### src/rtl/icache_block_responder_pkg.sv
// Shared types for the instruction-fetch block responder: FSM states,
// block sizing and counter/address types.
package icache_block_responder_pkg;

  localparam int ICACHE_BLOCK_BYTES     = 16;
  localparam int ICACHE_INST_BLOCK_SIZE = 8 * ICACHE_BLOCK_BYTES;

  typedef logic [4:0]  block_cnt_t;
  typedef logic [31:0] addr_t;

  typedef enum logic [1:0] {
    ST_IDLE,
    ST_READ,
    ST_DONE
  } state_t;

endpackage

### src/rtl/icache_block_responder.sv
// Memory-controller side of the instruction-fetch port: fetches one icache block
// byte-by-byte over the RAM bus and hands the assembled block back to the fetcher.
module icache_block_responder
  import icache_block_responder_pkg::*;
#(
  parameter int BLOCK_BYTES = ICACHE_BLOCK_BYTES,
  parameter int ADDR_WIDTH  = 32
) (
  input  logic                       clk,
  input  logic                       rst,
  input  logic                       rdy,
  input  logic                       enable_sign_from_fetcher,
  input  logic [ADDR_WIDTH-1:0]      pc_from_fetcher,
  input  logic                       rollback_sign_from_fetcher,
  output logic                       finish_sign_to_fetcher,
  output logic [8*BLOCK_BYTES-1:0]   inst_block_to_fetcher,
  output logic                       bus_req_to_arbiter,
  input  logic                       bus_grant_from_arbiter,
  output logic [ADDR_WIDTH-1:0]      mem_a_to_ram,
  input  logic [7:0]                 mem_din_from_ram,
  output logic                       mem_wr_to_ram
);

  localparam int         LANE_W   = $clog2(BLOCK_BYTES);
  localparam block_cnt_t CNT_FULL = block_cnt_t'(BLOCK_BYTES);
  localparam block_cnt_t CNT_LAST = block_cnt_t'(BLOCK_BYTES - 1);

  state_t                   state, state_nxt;
  block_cnt_t               issue_cnt, recv_cnt;
  logic                     inflight;
  logic [ADDR_WIDTH-1:0]    base;
  logic [8*BLOCK_BYTES-1:0] block_buf;
  logic [8*BLOCK_BYTES-1:0] assembled;
  logic [LANE_W+2:0]        lane_lsb;

  logic issue, capture, capture_last, abort, start;

  // Rollback only takes effect while the pipeline is running.
  assign abort        = rdy && rollback_sign_from_fetcher;
  assign start        = (state == ST_IDLE) && rdy && enable_sign_from_fetcher && !rollback_sign_from_fetcher;
  // RAM latency is fixed, so capture runs even when rdy is low.
  assign capture      = (state == ST_READ) && inflight;
  assign capture_last = capture && (recv_cnt == CNT_LAST);
  assign lane_lsb     = {recv_cnt[LANE_W-1:0], 3'b000};
  assign mem_wr_to_ram = 1'b0;

  always_comb begin
    assembled = block_buf;
    assembled[lane_lsb +: 8] = mem_din_from_ram;
  end

  always_ff @(posedge clk) begin
    if (!rst) state <= ST_IDLE;
    else      state <= state_nxt;
  end

  always_comb begin
    state_nxt = state;
    case (state)
      ST_IDLE: if (start)        state_nxt = ST_READ;
      ST_READ: if (capture_last) state_nxt = ST_DONE;
      ST_DONE: if (rdy)          state_nxt = ST_IDLE;
      default:                   state_nxt = ST_IDLE;
    endcase
    if (abort) state_nxt = ST_IDLE;
  end

  always_comb begin
    bus_req_to_arbiter = (state == ST_READ) && (issue_cnt < CNT_FULL);
    issue              = bus_req_to_arbiter && bus_grant_from_arbiter && rdy;
    mem_a_to_ram       = '0;
    if (issue) mem_a_to_ram = base + ADDR_WIDTH'(issue_cnt);
  end

  // Control: issue/receive counters and the one-deep in-flight flag.
  always_ff @(posedge clk) begin
    if (!rst) begin
      issue_cnt <= '0;
      recv_cnt  <= '0;
      inflight  <= 1'b0;
    end else if (abort) begin
      issue_cnt <= '0;
      recv_cnt  <= '0;
      inflight  <= 1'b0;
    end else begin
      inflight <= issue;
      if (start) begin
        issue_cnt <= '0;
        recv_cnt  <= '0;
      end else begin
        if (issue)   issue_cnt <= issue_cnt + block_cnt_t'(1);
        if (capture) recv_cnt  <= recv_cnt + block_cnt_t'(1);
      end
    end
  end

  always_ff @(posedge clk) begin
    if (start)   base      <= pc_from_fetcher & ~ADDR_WIDTH'(BLOCK_BYTES - 1);
    if (capture) block_buf <= assembled;
  end

  // Hand-off: the block is published only when it completes without rollback.
  always_ff @(posedge clk) begin
    if (!rst) begin
      finish_sign_to_fetcher <= 1'b0;
      inst_block_to_fetcher  <= '0;
    end else begin
      finish_sign_to_fetcher <= capture_last && !abort;
      if (capture_last && !abort) inst_block_to_fetcher <= assembled;
    end
  end

endmodule

### config.mk
export PLATFORM = sky130hd
export DESIGN_NAME = icache_block_responder
export DESIGN_NICKNAME = d
export VERILOG_FILES = /design/src/rtl/icache_block_responder_pkg.sv /design/src/rtl/icache_block_responder.sv
export SDC_FILE = /design/constraint.sdc
export NUM_CORES = 1
export LEC_CHECK = 0
export ABC_AREA = 1
export CAP_MARGIN = 20
export CORE_MARGIN = 5
export CORE_UTILIZATION = 54
export DETAILED_ROUTE_END_ITERATION = 10
export GPL_ROUTABILITY_DRIVEN = 0
export GPL_TIMING_DRIVEN = 1
export PLACE_DENSITY = 0.91
export REMOVE_ABC_BUFFERS = 1
export SLEW_MARGIN = 20
export SYNTH_ARGS = -nofsm -noshare
export SYNTH_HDL_FRONTEND = slang
export SYNTH_SLANG_ARGS = --single-unit
export TNS_END_PERCENT = 50
### constraint.sdc
create_clock -name clk -period 4.31 [get_ports clk]
set_input_delay 0.431 -clock clk [delete_from_list [all_inputs] [get_ports clk]]
set_output_delay 0.431 -clock clk [all_outputs]
set_load 0.005 [all_outputs]
# Yosys cells after proc, flatten, opt, wreduce, memory -nomap -nowiden
# Index checks and enable logic that the tools add are counted.
[word_totals]
ff_bits = 298
input_bits = 46
wordCells = 44
[classes]
n_eq_ne = 6
bitwise_logic = 1
addsub = 4
shifts = 2
n_reduce_logical = 16
mux = 6
n_lt_le_gt_ge = 1
[ops]
columns = ["op", "n"]
rows = [
  ["$bwmux W128", 1],
  ["$shift A8 B9 Y128 const A", 1],
  ["$shiftx A8 B9 Y128", 1],
  ["$add A32 B5 Y32", 1],
  ["$mux W32", 1],
  ["$add A5 B1 Y5 const B", 2],
  ["$logic_and A1 B1 Y1", 10],
  ["$neg A7 Y9", 1],
  ["$mux W2", 3],
  ["$ne A2 B2 Y1 const B", 3],
  ["$pmux W2 S3", 1],
  ["$eq A5 B4 Y1 const B", 1],
  ["$lt A5 B5 Y1 const B", 1],
  ["$reduce_and A3 Y1", 1],
  ["$reduce_or A3 Y1", 1],
  ["$eq A2 B1 Y1 const B", 1],
  ["$eq A2 B2 Y1 const B", 1],
  ["$logic_not A1 Y1", 2],
  ["$logic_not A2 Y1", 1],
  ["$reduce_or A2 Y1", 1],
  ["$not A1 Y1", 1],
]

# Depth between registers and ports, before layout
[logic_depth]
word_depth = 6
ltp_mapped = 14
ltp_nobuf = 12

# Worst setup path after synthesis
# No wires, ideal clock.
[synth_path]
path_kind = "reg-to-reg"
start = "register state[1]"
end = "register inst_block_to_fetcher[46]"
path_slack_ns = 0.766
t_arrival_ns = 3.435
setup_time_ns = 0.109
path_stages_with_launch = 11
n_path_buf = 2
path_cell_list = "dfxtp_1 > inv_1 > nand2_1 > nor2_4 > nand2_2 > a21oi_2 > buf_2 > clkbuf_1 > nand3_1 > nand2_1 > inv_1"
[synth_via]
elab_chain_cells = 4
[synth_lines]
columns = ["item", "line_no", "source"]
rows = [
  ["start: declaration", "icache_block_responder.sv:28", "state_t state, state_nxt;"],
  ["start signal: assignment", "icache_block_responder.sv:54", "else state <= state_nxt;"],
  ["$eq A2 B1 Y1", "icache_block_responder.sv:42", "assign capture = (state == ST_READ) && inflight;"],
  ["$logic_and A1 B1 Y1", "icache_block_responder.sv:42", ""],
  ["$logic_and A1 B1 Y1", "icache_block_responder.sv:43", "assign capture_last = capture && (recv_cnt == CNT_LAST);"],
  ["$logic_and A1 B1 Y1", "icache_block_responder.sv:109", "if (capture_last && !abort) inst_block_to_fetcher <= assembled;"],
  ["end signal: assignment", "icache_block_responder.sv:109", ""],
  ["end: declaration", "icache_block_responder.sv:16", "output logic [8*BLOCK_BYTES-1:0] inst_block_to_fetcher,"],
]
# Every way passes these cells.
# A chain may end at the register's enable or synchronous reset.

# Worst setup path after layout
[layout_path]
start = "register issue_cnt[4]"
end = "output mem_a_to_ram[20]"
[layout_via]
elab_chain_cells = 5
word_cells_on_any_way = 6
cone_classes = "1 x add/sub; 1 x order compare; 1 x mux; 3 x reduce/logical"
[layout_lines]
columns = ["item", "line_no", "source"]
rows = [
  ["start: declaration", "icache_block_responder.sv:29", "block_cnt_t issue_cnt, recv_cnt;"],
  ["start signal: assignment", "icache_block_responder.sv:91", "if (issue) issue_cnt <= issue_cnt + block_cnt_t'(1);"],
  ["parallel branches: the longest is 4 deep, another holds $add A32 B5 Y32", "-", ""],
  ["$mux W32 (*)", "icache_block_responder.sv:72", "if (issue) mem_a_to_ram = base + ADDR_WIDTH'(issue_cnt);"],
  ["end: declaration", "icache_block_responder.sv:19", "output logic [ADDR_WIDTH-1:0] mem_a_to_ram,"],
]
# Every way passes the cells marked *.

==> impl_metrics.toml <==
[grt]
grt_max_degree = 136
antenna_found_initial = 0
grt_pass1_wl_um = 56700
grt_pass1_vias = 11500
grtUsageTotal_pct = 23.9
grt_overflow = 0

[synthesis]
netlist_area_um2 = 13700
synth_edf_count = 156
synthAdderAreaFrac_pct = 0.640
yosys_warnings = 0
netlist_top_cells_count = "nand2_1, nor2_1, nand3_1, inv_1, edfxtp_1"
syn_area_per_cell_um2 = 7.97
synth_mux_area_share_pct = 0
synthArstFlopShare_pct = 0
syn_inst = 1717
synth_top_area_cell = "edfxtp_1"
yosys.area_share.simple_pct = 31.6
seq_area_frac_synth_pct = 55.0
ys_ff_latch = 298
synth_top_cell_area_share_pct = 34.2
synth_ff_type = "edfxtp_1"
synth_top_family_by_area = "simple AND/OR/NAND/NOR gates"
synth_most_common_cell = "nand2_1"
synth-xor-area-share_pct = 0.448
synthTopCellsByArea = "edfxtp_1, dfxtp_1, nand2_1"
yosysUniqueCellTypes = 36
synth-compound-area-share_pct = 3.90

[final_layout]
area_delta_synth_final_pct = 23.0
finish.instance_area_um2 = 16800
drive_gt1_share_pct = 4.25
num-nets-final = 1936
antenna_cells = 0

[timing]
final.period_utilization_pct = 82.3
final-setup-viol-count = 0
slew_violations = 0
grt_setup_unrepaired = "false"
hold_viol = 0
max_freq_mhz = 282
clock_skew_ns = 0.0271
tightest_slew_ns = 1.06
post-route-min-period_ns = 3.55
slew_headroom_pct = 29.4
whs_ns = 0.437

[clock_network]
ctsHoldBuffers = 0
h-tree-depth = 1
cts_root_buffer = "clkbuf_16"
cts.clk_slew.worst_paths_ns = 0.06
ctsResizeCount = 0
post_cts_buffers = 0
cts_buffer_depth = 3
clkLatencyLatePin_ns = 0.56
numCtsBuffers = 30
cts_tree = "yes"
clock_sinks = 298

[route]
wl_per_cell_um = 16.0
initialDrtViolationCount = 1322
postRouteAntennaNets = 0
firstDrtPassIters = 5
routed_wl_um = 35900
remaining_drc_errors = 0
viasPerCell = 5.44
num_vias = 12200

[power]
p_clk_share_pct = 45.6
peakVddDrop_v = 0.000264
power.total_mw = 5.69
leakagePower_nw = 7.31
comb_power_share_pct = 2.1
p_seq_share_pct = 52.4
intPower_mw = 4.53
powerDensity_nw_per_um2 = 338
sw_frac_of_total_pct = 20.4
switching_power_mw = 1.16

[critical_path]
critPathCaptureType = "output pin"
cp.required_ns = 3.88
cp.arrival_ns = 3.12
crit_chain = "ha_1 > ha_1 > nand3_1 > inv_1 > nand2_1 > nor2_1 > nand2_1 > inv_1 > a21oi_1 > nor2_1 > clkdlybuf4s50_1"
crit_fanout = 5
crit_path_start_kind = "flip-flop"
slowest_delay_ns = 0.51
rrSetupSlack_ns = 1.04
path_class = "reg -> out"
slowest_stage = "clkdlybuf4s50_1"

[floorplanning]
placementRows = 58
die_h_um = 169
core_area_um2 = 25100
io_pins = 209
dieArea_um2 = 28600
start_util_pct = 54.5
die_x_um = 169

[placement]
io_buffers = 203
dpl_cell_area_um2 = 15800
dp_hpwl_um = 24100

[hold_path]
min_path_type = "in -> reg"

[flow_run]
cap_violations = 0

[run_status]
status = "complete, no violations"
## state kept, by name (all words and copies together) (netlist names)
name,flops
base,28
recv_cnt,5
finish_sign_to_fetcher,1
inst_block_to_fetcher,128
issue_cnt,5
block_buf,128
inflight,1
state,2
## through the flow
stage          instances  setup slack, ns  util, %  setup TNS, ns
2_1_floorplan       1640            -4.64        -        -478.89
3_3_place_gp        2181             1.25     63.1              0
3_5_place_dp        2181             1.11     63.1              0
4_1_cts             2237            0.824     67.1              0
5_1_grt             2237            0.518     67.1              0
6_report            2237            0.763     67.1              0
## critical path: cells and delay by family, from the launching register on
kind / cells / cell delay [ns]
AND/OR/NAND/NOR: 5 / 0.84
buffers and inverters: 3 / 0.76
adder cells (fa/ha/maj): 2 / 0.55
flip-flops: 1 / 0.36
AO/OA/AOI/OAI: 1 / 0.07
## cells by family after synthesis
| family | after synthesis |
|---|---|
| flops | 298 |
| buf+inv | 280 |
| compound gates | 95 |
| fa+ha+maj | 7 |
| other cells | 1 |
| xor+xnor | 7 |
| simple gates | 1029 |
## cells in the final DEF (no fill, tap or decap), types with 6 or more instances in the layout
master	instances
clkbuf_8	7
a21oi_1	21
ha_1	7
buf_4	6
o21ai_0	47
clkbuf_16	31
inv_1	195
nand3_1	216
xor2_1	6
nor3_1	13
o211ai_1	18
clkbuf_1	6
clkdlybuf4s50_1	203
nor2_1	324
nand2_1	443
clkinv_2	6
dfxtp_1	142
nand4_1	11
edfxtp_1	156
## area by class of cell
class | instances | area (um^2)
fillers | 1864 | 8260
flip-flops and latches | 298 | 7530
multi-input cells | 1139 | 5020
repair buffers | 211 | 2120
clock buffers | 45 | 902
inverters | 203 | 763
well taps | 330 | 413
clock inverters | 11 | 105
## routing by layer
layer | vias to the layer above | GRT usage [%] | wire (um)
li1 | 5813 | - | -
met5 | - | 0 | 0
met1 | 5621 | 31.4 | 14000
met4 | 0 | 9.28 | 1560
met3 | 114 | 2.80 | 3070
met2 | 629 | 40.8 | 17300
## path summary, 6_finish.rpt
path	start	endpoint	depth (start not counted)
worst min-delay path	pc_from_fetcher[29]	base[29]	1
worst max-delay path	issue_cnt[4]	mem_a_to_ram[20]	11
worst min register to register	issue_cnt[3]	issue_cnt[3]	2
worst max register to register	recv_cnt[0]	inst_block_to_fetcher[0]	9
## power by group through the flow
stage | sequential [mW] | combinational (mW) | clock (mW)
2_1_floorplan | 3.04 | 0.0369 | 0
3_3_place_gp | 3.04 | 0.112 | 0
3_5_place_dp | 3.04 | 0.115 | 0
4_1_cts | 2.98 | 0.115 | 2.62
5_1_grt | 2.98 | 0.124 | 2.76
6_report | 2.98 | 0.117 | 2.60
Power figures use the tool's default switching activity.
